`src/rtl/io_mem_arbiter_if.sv`:
```
// io_mem_arbiter_if
//   Bundles every signal between the MIX CPU, the character I/O units and the
//   memory write port into one interface.
//   master : the arbiter side (drives start/store/memory write, cpu_stop).
//   slave  : the CPU, the units and the memory (drive requests, stops, data).
//
//   CPU side    : cpu_start, cpu_unit, cpu_addr -> ; <- cpu_stop, bad_unit, unit_busy
//   Unit side   : busy, stop, request, addressout, out -> ; <- start, addressin, store
//   Memory side : <- mem_we, mem_addr, mem_data
interface io_mem_arbiter_if #(
  parameter int N  = 4,
  parameter int UW = 3,
  parameter int AW = 12,
  parameter int WW = 30
);
  logic            cpu_start;
  logic [UW-1:0]   cpu_unit;
  logic [AW-1:0]   cpu_addr;
  logic            cpu_stop;
  logic            bad_unit;
  logic            unit_busy;
  logic [N-1:0]    start;
  logic [AW-1:0]   addressin;
  logic [N-1:0]    busy;
  logic [N-1:0]    stop;
  logic [N-1:0]    request;
  logic [N*AW-1:0] addressout;
  logic [N*WW-1:0] out;
  logic [N-1:0]    store;
  logic            mem_we;
  logic [AW-1:0]   mem_addr;
  logic [WW-1:0]   mem_data;

  modport master (
    input  cpu_start, cpu_unit, cpu_addr, busy, stop, request, addressout, out,
    output cpu_stop, bad_unit, unit_busy, start, addressin, store,
           mem_we, mem_addr, mem_data
  );

  modport slave (
    output cpu_start, cpu_unit, cpu_addr, busy, stop, request, addressout, out,
    input  cpu_stop, bad_unit, unit_busy, start, addressin, store,
           mem_we, mem_addr, mem_data
  );
endinterface

```
`src/rtl/io_mem_arbiter.sv`:
```
// io_mem_arbiter
//   Connects the MIX CPU to up to N character I/O units.
//   - Dispatch FSM: forwards an IN/OUT start pulse to the addressed unit and
//     returns that unit's stop to the CPU one cycle later. An out-of-range unit
//     number gets an immediate bad_unit + cpu_stop pulse instead.
//   - Arbitration FSM: shares the single memory write port among the units'
//     store requests, round-robin, one word per three cycles at most.
//
//   Ports:
//     clk    : system clock
//     reset  : asynchronous, active-high reset
//     arb_if : io_mem_arbiter_if.master (CPU, unit and memory signals)
module io_mem_arbiter #(
  parameter int N  = 4,
  parameter int UW = 3,
  parameter int AW = 12,
  parameter int WW = 30
) (
  input logic               clk,
  input logic               reset,
  io_mem_arbiter_if.master  arb_if
);

  typedef enum logic {D_IDLE, D_WAIT} dispState_t;
  typedef enum logic [1:0] {A_IDLE, A_WRITE, A_GAP} arbState_t;

  dispState_t      dispState_q, dispState_d;
  logic [UW-1:0]   curUnit_q, curUnit_d;
  logic [N-1:0]    start_q, start_d;
  logic [AW-1:0]   addressIn_q, addressIn_d;
  logic            cpuStop_q, cpuStop_d;
  logic            badUnit_q, badUnit_d;

  arbState_t       arbState_q, arbState_d;
  logic [UW-1:0]   rrPtr_q, rrPtr_d;
  logic [N-1:0]    store_q, store_d;
  logic            memWe_q, memWe_d;
  logic [AW-1:0]   memAddr_q, memAddr_d;
  logic [WW-1:0]   memData_q, memData_d;

  logic            cpuUnitValid;
  logic            unitBusy;
  logic            stopCur;
  logic            reqFound;
  logic [UW-1:0]   winIdx;

  // Extend by one bit so the range check also works when N == 2**UW.
  assign cpuUnitValid = ({1'b0, arb_if.cpu_unit} < (UW+1)'(N));

  // Decoded per-unit selects; loops avoid indexing past N with a UW-bit index.
  always_comb begin : unitSelects
    unitBusy = 1'b0;
    stopCur  = 1'b0;
    for (int i = 0; i < N; i++) begin
      if (arb_if.cpu_unit == UW'(i)) unitBusy = arb_if.busy[i];
      if (curUnit_q == UW'(i))       stopCur  = arb_if.stop[i];
    end
  end

  // ---------------- Dispatch FSM ----------------

  always_ff @(posedge clk or posedge reset) begin : dispRegs
    if (reset) begin
      dispState_q <= D_IDLE;
      curUnit_q   <= '0;
      start_q     <= '0;
      addressIn_q <= '0;
      cpuStop_q   <= 1'b0;
      badUnit_q   <= 1'b0;
    end else begin
      dispState_q <= dispState_d;
      curUnit_q   <= curUnit_d;
      start_q     <= start_d;
      addressIn_q <= addressIn_d;
      cpuStop_q   <= cpuStop_d;
      badUnit_q   <= badUnit_d;
    end
  end

  always_comb begin : dispNext
    dispState_d = dispState_q;
    case (dispState_q)
      D_IDLE:  if (arb_if.cpu_start && cpuUnitValid) dispState_d = D_WAIT;
      D_WAIT:  if (stopCur) dispState_d = D_IDLE;
      default: dispState_d = D_IDLE;
    endcase
  end

  // cpu_start while waiting is ignored: the CPU is stalled until cpu_stop.
  always_comb begin : dispOutputs
    start_d     = '0;
    cpuStop_d   = 1'b0;
    badUnit_d   = 1'b0;
    addressIn_d = addressIn_q;
    curUnit_d   = curUnit_q;
    case (dispState_q)
      D_IDLE: begin
        if (arb_if.cpu_start) begin
          if (cpuUnitValid) begin
            for (int i = 0; i < N; i++) begin
              if (arb_if.cpu_unit == UW'(i)) start_d[i] = 1'b1;
            end
            addressIn_d = arb_if.cpu_addr;
            curUnit_d   = arb_if.cpu_unit;
          end else begin
            badUnit_d = 1'b1;
            cpuStop_d = 1'b1;
          end
        end
      end
      D_WAIT:  if (stopCur) cpuStop_d = 1'b1;
      default: ;
    endcase
  end

  // ---------------- Arbitration FSM ----------------

  // Round-robin winner: first request found scanning rr, rr+1, ... mod N.
  always_comb begin : arbWinner
    reqFound = 1'b0;
    winIdx   = '0;
    for (int k = 0; k < N; k++) begin
      for (int i = 0; i < N; i++) begin
        if (!reqFound && arb_if.request[i] && (i == ((int'(rrPtr_q) + k) % N))) begin
          reqFound = 1'b1;
          winIdx   = UW'(i);
        end
      end
    end
  end

  always_ff @(posedge clk or posedge reset) begin : arbRegs
    if (reset) begin
      arbState_q <= A_IDLE;
      rrPtr_q    <= '0;
      store_q    <= '0;
      memWe_q    <= 1'b0;
      memAddr_q  <= '0;
      memData_q  <= '0;
    end else begin
      arbState_q <= arbState_d;
      rrPtr_q    <= rrPtr_d;
      store_q    <= store_d;
      memWe_q    <= memWe_d;
      memAddr_q  <= memAddr_d;
      memData_q  <= memData_d;
    end
  end

  // A_GAP gives the granted unit one edge to drop its request before rescanning.
  always_comb begin : arbNext
    arbState_d = arbState_q;
    case (arbState_q)
      A_IDLE:  if (reqFound) arbState_d = A_WRITE;
      A_WRITE: arbState_d = A_GAP;
      A_GAP:   arbState_d = A_IDLE;
      default: arbState_d = A_IDLE;
    endcase
  end

  // Memory address/data hold their last values whenever mem_we is low.
  always_comb begin : arbOutputs
    store_d   = '0;
    memWe_d   = 1'b0;
    memAddr_d = memAddr_q;
    memData_d = memData_q;
    rrPtr_d   = rrPtr_q;
    if (arbState_q == A_IDLE && reqFound) begin
      memWe_d = 1'b1;
      for (int i = 0; i < N; i++) begin
        if (winIdx == UW'(i)) begin
          store_d[i] = 1'b1;
          memAddr_d  = arb_if.addressout[i*AW +: AW];
          memData_d  = arb_if.out[i*WW +: WW];
        end
      end
      rrPtr_d = (winIdx == UW'(N-1)) ? '0 : winIdx + 1'b1;
    end
  end

  assign arb_if.start     = start_q;
  assign arb_if.addressin = addressIn_q;
  assign arb_if.cpu_stop  = cpuStop_q;
  assign arb_if.bad_unit  = badUnit_q;
  assign arb_if.unit_busy = unitBusy;
  assign arb_if.store     = store_q;
  assign arb_if.mem_we    = memWe_q;
  assign arb_if.mem_addr  = memAddr_q;
  assign arb_if.mem_data  = memData_q;

endmodule

```
`src/flat_wrapper.sv`:
```
// flat-port wrapper written by rule: the top's interface ports become plain ports
module io_mem_arbiter_flat 
#(
  parameter int N  = 4,
  parameter int UW = 3,
  parameter int AW = 12,
  parameter int WW = 30
)
  (clk, reset, arb_if_cpu_start, arb_if_cpu_unit, arb_if_cpu_addr, arb_if_busy, arb_if_stop, arb_if_request, arb_if_addressout, arb_if_out, arb_if_cpu_stop, arb_if_bad_unit, arb_if_unit_busy, arb_if_start, arb_if_addressin, arb_if_store, arb_if_mem_we, arb_if_mem_addr, arb_if_mem_data);
  io_mem_arbiter_if #(.N(N), .UW(UW), .AW(AW), .WW(WW)) arb_if_i ();
  input logic clk;
  input logic reset;
  input wire logic [$bits(arb_if_i.cpu_start)-1:0] arb_if_cpu_start;
  input wire logic [$bits(arb_if_i.cpu_unit)-1:0] arb_if_cpu_unit;
  input wire logic [$bits(arb_if_i.cpu_addr)-1:0] arb_if_cpu_addr;
  input wire logic [$bits(arb_if_i.busy)-1:0] arb_if_busy;
  input wire logic [$bits(arb_if_i.stop)-1:0] arb_if_stop;
  input wire logic [$bits(arb_if_i.request)-1:0] arb_if_request;
  input wire logic [$bits(arb_if_i.addressout)-1:0] arb_if_addressout;
  input wire logic [$bits(arb_if_i.out)-1:0] arb_if_out;
  output wire logic [$bits(arb_if_i.cpu_stop)-1:0] arb_if_cpu_stop;
  output wire logic [$bits(arb_if_i.bad_unit)-1:0] arb_if_bad_unit;
  output wire logic [$bits(arb_if_i.unit_busy)-1:0] arb_if_unit_busy;
  output wire logic [$bits(arb_if_i.start)-1:0] arb_if_start;
  output wire logic [$bits(arb_if_i.addressin)-1:0] arb_if_addressin;
  output wire logic [$bits(arb_if_i.store)-1:0] arb_if_store;
  output wire logic [$bits(arb_if_i.mem_we)-1:0] arb_if_mem_we;
  output wire logic [$bits(arb_if_i.mem_addr)-1:0] arb_if_mem_addr;
  output wire logic [$bits(arb_if_i.mem_data)-1:0] arb_if_mem_data;
  assign arb_if_i.cpu_start = arb_if_cpu_start;
  assign arb_if_i.cpu_unit = arb_if_cpu_unit;
  assign arb_if_i.cpu_addr = arb_if_cpu_addr;
  assign arb_if_i.busy = arb_if_busy;
  assign arb_if_i.stop = arb_if_stop;
  assign arb_if_i.request = arb_if_request;
  assign arb_if_i.addressout = arb_if_addressout;
  assign arb_if_i.out = arb_if_out;
  assign arb_if_cpu_stop = arb_if_i.cpu_stop;
  assign arb_if_bad_unit = arb_if_i.bad_unit;
  assign arb_if_unit_busy = arb_if_i.unit_busy;
  assign arb_if_start = arb_if_i.start;
  assign arb_if_addressin = arb_if_i.addressin;
  assign arb_if_store = arb_if_i.store;
  assign arb_if_mem_we = arb_if_i.mem_we;
  assign arb_if_mem_addr = arb_if_i.mem_addr;
  assign arb_if_mem_data = arb_if_i.mem_data;
  io_mem_arbiter #(.N(N), .UW(UW), .AW(AW), .WW(WW)) u_core (.clk(clk), .reset(reset), .arb_if(arb_if_i));
endmodule
```
`config.mk`:
```
export PLATFORM = sky130hd
export DESIGN_NAME = io_mem_arbiter_flat
export DESIGN_NICKNAME = d
export VERILOG_FILES = /design/src/rtl/io_mem_arbiter_if.sv /design/src/rtl/io_mem_arbiter.sv /design/src/flat_wrapper.sv
export SDC_FILE = /design/constraint.sdc
export NUM_CORES = 1
export LEC_CHECK = 0
export ABC_AREA = 0
export CAP_MARGIN = 30
export CORE_AREA = 2 2 113 104
export DETAILED_ROUTE_END_ITERATION = 8
export DIE_AREA = 0 0 115 106
export PLACE_DENSITY = 0.83
export SLEW_MARGIN = 20
export SYNTH_ARGS = -nofsm -noshare
export SYNTH_HDL_FRONTEND = slang
export SYNTH_SLANG_ARGS = --single-unit
```
`constraint.sdc`:
```
create_clock -name clk -period 6.9 [get_ports clk]
set_input_delay 1.725 -clock clk [delete_from_list [all_inputs] [get_ports clk]]
set_output_delay 1.725 -clock clk [all_outputs]
set_load 0.02 [all_outputs]
```
==> results.md <==
Clock tree:
- Clock tree synthesis inserted a total of 9 buffers.
- The H-tree generated during clock tree synthesis spans 3 levels.
- The clock transition at the register clock pins on the worst setup and hold paths after CTS is 60 ps.
- The clock tree buffer depth is 2.
- The cell sitting at the root of the clock tree is a sky130_fd_sc_hd__clkbuf_16.
- TritonCTS built the clock tree.
- After clock tree synthesis, the setup repair step added 0 buffers.
- The latest clock arrival within the worst-skew pair is 320 ps.
- After clock tree synthesis, the flow added hold-fix buffers numbering 0.
- Gates resized during post-CTS repair numbered 0.
- The count of clock tree sinks is 73.

Finish:
- The fraction of final layout cells sized beyond drive strength 1 is 16.8%.
- The area occupied by multi-input gates is 0.00212 mm2.
- From synthesis to final layout, the design area changed by 71.6%.
- 0 antenna diodes ended up in the layout.
- The final layout contains 793 nets.
- The layout has 873 filler cells.
- The sequential cell area in the final layout is 0.00183 mm2.
- The count of cells in the finished layout, fillers not included, comes to 731.

Worst setup path:
- The setup check on the worst reg-to-reg path leaves a slack of 4040 ps.
- The end point of the critical path is arb_if_unit_busy.
- The worst setup path startpoint is arb_if_cpu_unit[0].
- The top fanout value on the critical path is 5.
- The kind of critical path is input pin to output port.
- At the worst endpoint, the arrival time is 3470 ps.
- The worst register-to-register path begins at u_core.rrPtr_q[1].
- The worst setup path is launched from an input pin.
- The worst register-to-register path ends at u_core.arb_if.mem_data[29].
- The required time at the endpoint of the critical path is 5180 ps.
- The kind of end point of the critical path is an output port.
- The count of cells along the worst register-to-register path is 9.

Pwr:
- IR analysis of the VDD net gives a maximum drop of 0.194 mV.
- The power density over cell area is 409 mW/mm2.
- Summing internal, switching and leakage power gives 0.00293 W.
- The static leakage power is 2.92 nW.

Run:
- Max-cap violations in this run came to 0.

Floorplan:
- The die is 115 um wide.
- The top-level port count is 264.
- The core area is 0.0111 mm2.
- The floorplan has 37 rows.
- The floorplan step defined a die boundary enclosing 0.0122 mm2.
- The die span in y is 106 um.
- For this configuration, the core starts out at a cell density of 37.5%.

Timing:
- The transition at the pin with the smallest max-transition slack is 754 ps.
- Static timing analysis puts the maximum clock frequency at 0.193 GHz.
- The tightest hold path in the finished design has a slack of 505 ps.
- The final period demand of the worst path is 5190 ps.
- The number of hold violations in the final report came to 0.
- The number of failing setup endpoints in the final timing report is 0.
- The portion of the clock cycle consumed by the worst path in the final layout is 75.3%.
- The worst slew slack as a fraction of its limit is 49.8%.
- The total negative slack for setup checks is 0 ps.
- The number of pins with negative max-slew slack in the final report is 0.
- Setup repair after global routing left no endpoint under its margin.
- The post-route clock skew is 4.20 ps.

Place:
- The number of cells in the design after placement is 715.
- The sum of net half-perimeters after detailed placement is 9.84 mm.
- The number of port buffers is 263.
- Routability-driven placement finished with a final weighted congestion of 0.813.

Yosys:
- Yosys attributes the largest share of cell area to sky130_fd_sc_hd__dfrtp_1, sky130_fd_sc_hd__mux2_4, sky130_fd_sc_hd__mux2i_1, sky130_fd_sc_hd__a22oi_1, sky130_fd_sc_hd__o21ai_0.
- Yosys mapped the design onto 37 distinct sky130hd cell types.
- After Yosys synthesis, XOR and XNOR cells account for 0% of the synthesized area.
- The flip-flop and latch count after synthesis is 73.
- The number of nets produced by synthesis is 537.
- The library cell with the largest summed area after synthesis is sky130_fd_sc_hd__dfrtp_1.
- The cell area that synthesis handed to floorplanning was 0.00417 mm2.
- The mean cell area of the mapped netlist is 12.5 um2.
- The share of the synthesized area in compound gates (AO/OA/AOI/OAI) is 16.3%.
- The post-synthesis mux area share is 29.5%.
- The Yosys warning count is 0.
- Of the total synthesized cell area, the portion taken by AND, OR, NAND and NOR gates is 3.36%.
- Summing the sequential cell areas from Yosys gives 43.8% of the chip area.
- After synthesis, the largest family of logic cells by area is multiplexers.
- The synthesized design devotes to its leading area cell type 43.8% of total area.
- The fraction of the mapped netlist area in adder cells is 1.20%.
- Counting every instance in the synthesized netlist gives 335.

Status:
- The flow ran to the end, and the final reports show no timing, DRC or antenna violations.

Global route:
- The global-route wire length before repair is 19.9 mm.
- The total overflow left after global routing is 0.
- The number of global-route vias before repair came to 4,006.
- The pin count of the biggest net entering global routing is 74.
- The initial antenna violation count came to 0.
- Global routing used 20.7% of the available tracks.

Detailed routing:
- The total routed wire length on the met1 layer is 4.61 mm.
- After detailed routing, the average wire length per cell comes to 17.8 um.
- The met3 wire length is 1.18 mm.
- The detailed-route DRC error count is 0.
- In the routed layout, each cell is associated on average with a via count of 5.11.
- The met2 wirelength from detailed routing is 6.94 mm.
- The number of nets still failing antenna checks after routing is 0.
- The final route contains 3,732 vias.
- The violation count after the first detailed-routing iteration is 128.
- The top layer reached by signal wires is met4.
- Wires add up to 13.0 mm.
- Before antenna repair, the detailed router went through 4 iterations.

Worst hold path:
- The class of the tightest hold or removal check is flop to flop.
-- Yosys cell counts --
cell and count:
sky130_fd_sc_hd__nor3_1 2, sky130_fd_sc_hd__nor2_2 1, sky130_fd_sc_hd__inv_1 9, sky130_fd_sc_hd__o21bai_1 1, sky130_fd_sc_hd__and3b_1 1, sky130_fd_sc_hd__nor2_1 3
sky130_fd_sc_hd__mux2_2 15, sky130_fd_sc_hd__o21ai_0 35, sky130_fd_sc_hd__or2_1 1, sky130_fd_sc_hd__a21oi_1 4, sky130_fd_sc_hd__a22oi_2 7, sky130_fd_sc_hd__clkbuf_4 1
sky130_fd_sc_hd__buf_6 3, sky130_fd_sc_hd__a21o_1 1, sky130_fd_sc_hd__nor2b_1 4, sky130_fd_sc_hd__dfrtp_1 73, sky130_fd_sc_hd__buf_1 3, sky130_fd_sc_hd__nand2_1 4
sky130_fd_sc_hd__o22a_1 1, sky130_fd_sc_hd__buf_12 4, sky130_fd_sc_hd__a311oi_1 1, sky130_fd_sc_hd__o21ai_1 8, sky130_fd_sc_hd__ha_1 4, sky130_fd_sc_hd__mux2_4 40
sky130_fd_sc_hd__a311oi_4 1, sky130_fd_sc_hd__mux4_2 1, sky130_fd_sc_hd__nor3b_1 2, sky130_fd_sc_hd__and3_1 2, sky130_fd_sc_hd__mux2i_1 44, sky130_fd_sc_hd__o31a_1 1
sky130_fd_sc_hd__clkbuf_2 4, sky130_fd_sc_hd__a22oi_1 34, sky130_fd_sc_hd__and2_2 4, sky130_fd_sc_hd__clkbuf_8 1, sky130_fd_sc_hd__clkbuf_1 11, sky130_fd_sc_hd__a21o_2 1
sky130_fd_sc_hd__o221ai_1 3
-- metrics by stage --
step                setup slack, ps  instance area [um2]  util [%]
floorplan                      2800                 4170         -
global placement               1730                 6840      61.5
detailed placement             1710                 6870      61.8
CTS                            1700                 7140      64.2
global route                   1670                 7160      64.4
finish                         1710                 7160      64.4
-- where the power goes --
part,internal (W),switching (W)
logic,0.000958,0.000805
registers,0.000632,0.000116
clock network,0.000249,0.000166
total,0.00184,0.00109
-- placed cells by master (no fill, tap or decap), types with 2 or more instances in the layout --
cell type / count
sky130_fd_sc_hd__clkinv_2: 2
sky130_fd_sc_hd__nor2_1: 3
sky130_fd_sc_hd__nor2b_1: 3
sky130_fd_sc_hd__and3_1: 2
sky130_fd_sc_hd__dfrtp_1: 73
sky130_fd_sc_hd__mux2_4: 40
sky130_fd_sc_hd__a22oi_1: 34
sky130_fd_sc_hd__o221ai_1: 3
sky130_fd_sc_hd__buf_4: 7
sky130_fd_sc_hd__and2_2: 4
sky130_fd_sc_hd__o21ai_0: 35
sky130_fd_sc_hd__ha_1: 2
sky130_fd_sc_hd__mux2_2: 15
sky130_fd_sc_hd__clkdlybuf4s50_1: 263
sky130_fd_sc_hd__ha_2: 2
sky130_fd_sc_hd__nor3_1: 2
sky130_fd_sc_hd__mux2i_1: 44
sky130_fd_sc_hd__a22oi_2: 7
sky130_fd_sc_hd__clkinvlp_4: 3
sky130_fd_sc_hd__inv_1: 8
sky130_fd_sc_hd__nand2_1: 4
sky130_fd_sc_hd__o21ai_1: 8
sky130_fd_sc_hd__clkbuf_16: 9
sky130_fd_sc_hd__a21oi_1: 4
-- critical path, stage by stage --
cell,delay [ps]
sky130_fd_sc_hd__clkdlybuf4s50_1,570
sky130_fd_sc_hd__mux4_2,510
sky130_fd_sc_hd__nor2b_1,140
sky130_fd_sc_hd__clkdlybuf4s50_1,530
-- final cells by class --
type                       count  area share [%]
multi-input combinational    226            29.7
tap                          136            2.38
timing repair buffer         272            38.2
clock buffer                  10            3.34
clock inverter                 5           0.455
inverter                       9           0.472
sequential                    73            25.5
-- sequential cells by signal, summed over array words and instances, names as in the netlist --
register                 count
u_core.arb_if.mem_data      30
u_core.arb_if.store          4
u_core.arb_if.addressin     12
u_core.arb_if.start          4
u_core.arb_if.mem_addr      12
u_core.arb_if.mem_we         1
u_core.rrPtr_q               2
u_core.arbState_q            2
u_core.arb_if.bad_unit       1
u_core.arb_if.cpu_stop       1
u_core.curUnit_q             3
u_core.dispState_q           1
-- cell families (layout without fill, tap and decap cells) --
group / Yosys count / after routing
multiplexers: 100 / 100
adder cells (fa/ha/maj): 4 / 4
AO/OA/AOI/OAI: 98 / 98
flip-flops: 73 / 73
buffers and inverters: 36 / 296
AND/OR/NAND/NOR: 24 / 24
-- worst min-delay path by stage --
stage	startpoint	to	slack, ps	cells past startpoint
2_1_floorplan	u_core.dispState_q	u_core.dispState_q	470	1
3_3_place_gp	u_core.arb_if.addressin[8]	u_core.arb_if.addressin[8]	490	1
3_5_place_dp	u_core.arb_if.mem_addr[5]	u_core.arb_if.mem_addr[5]	490	1
4_1_cts	u_core.arb_if.addressin[0]	u_core.arb_if.addressin[0]	510	1
5_1_grt	u_core.arb_if.addressin[0]	u_core.arb_if.addressin[0]	520	1
6_report	u_core.arb_if.addressin[0]	u_core.arb_if.addressin[0]	500	1
-- per-layer routing --
layer / GRT usage, % / vias up
met2: 39.7 / 174
met5: 0 / -
met4: 6.20 / 0
li1: - / 1757
met3: 6.61 / 21
met1: 21.0 / 1780
No activity file was read; power rests on OpenSTA's default activity.
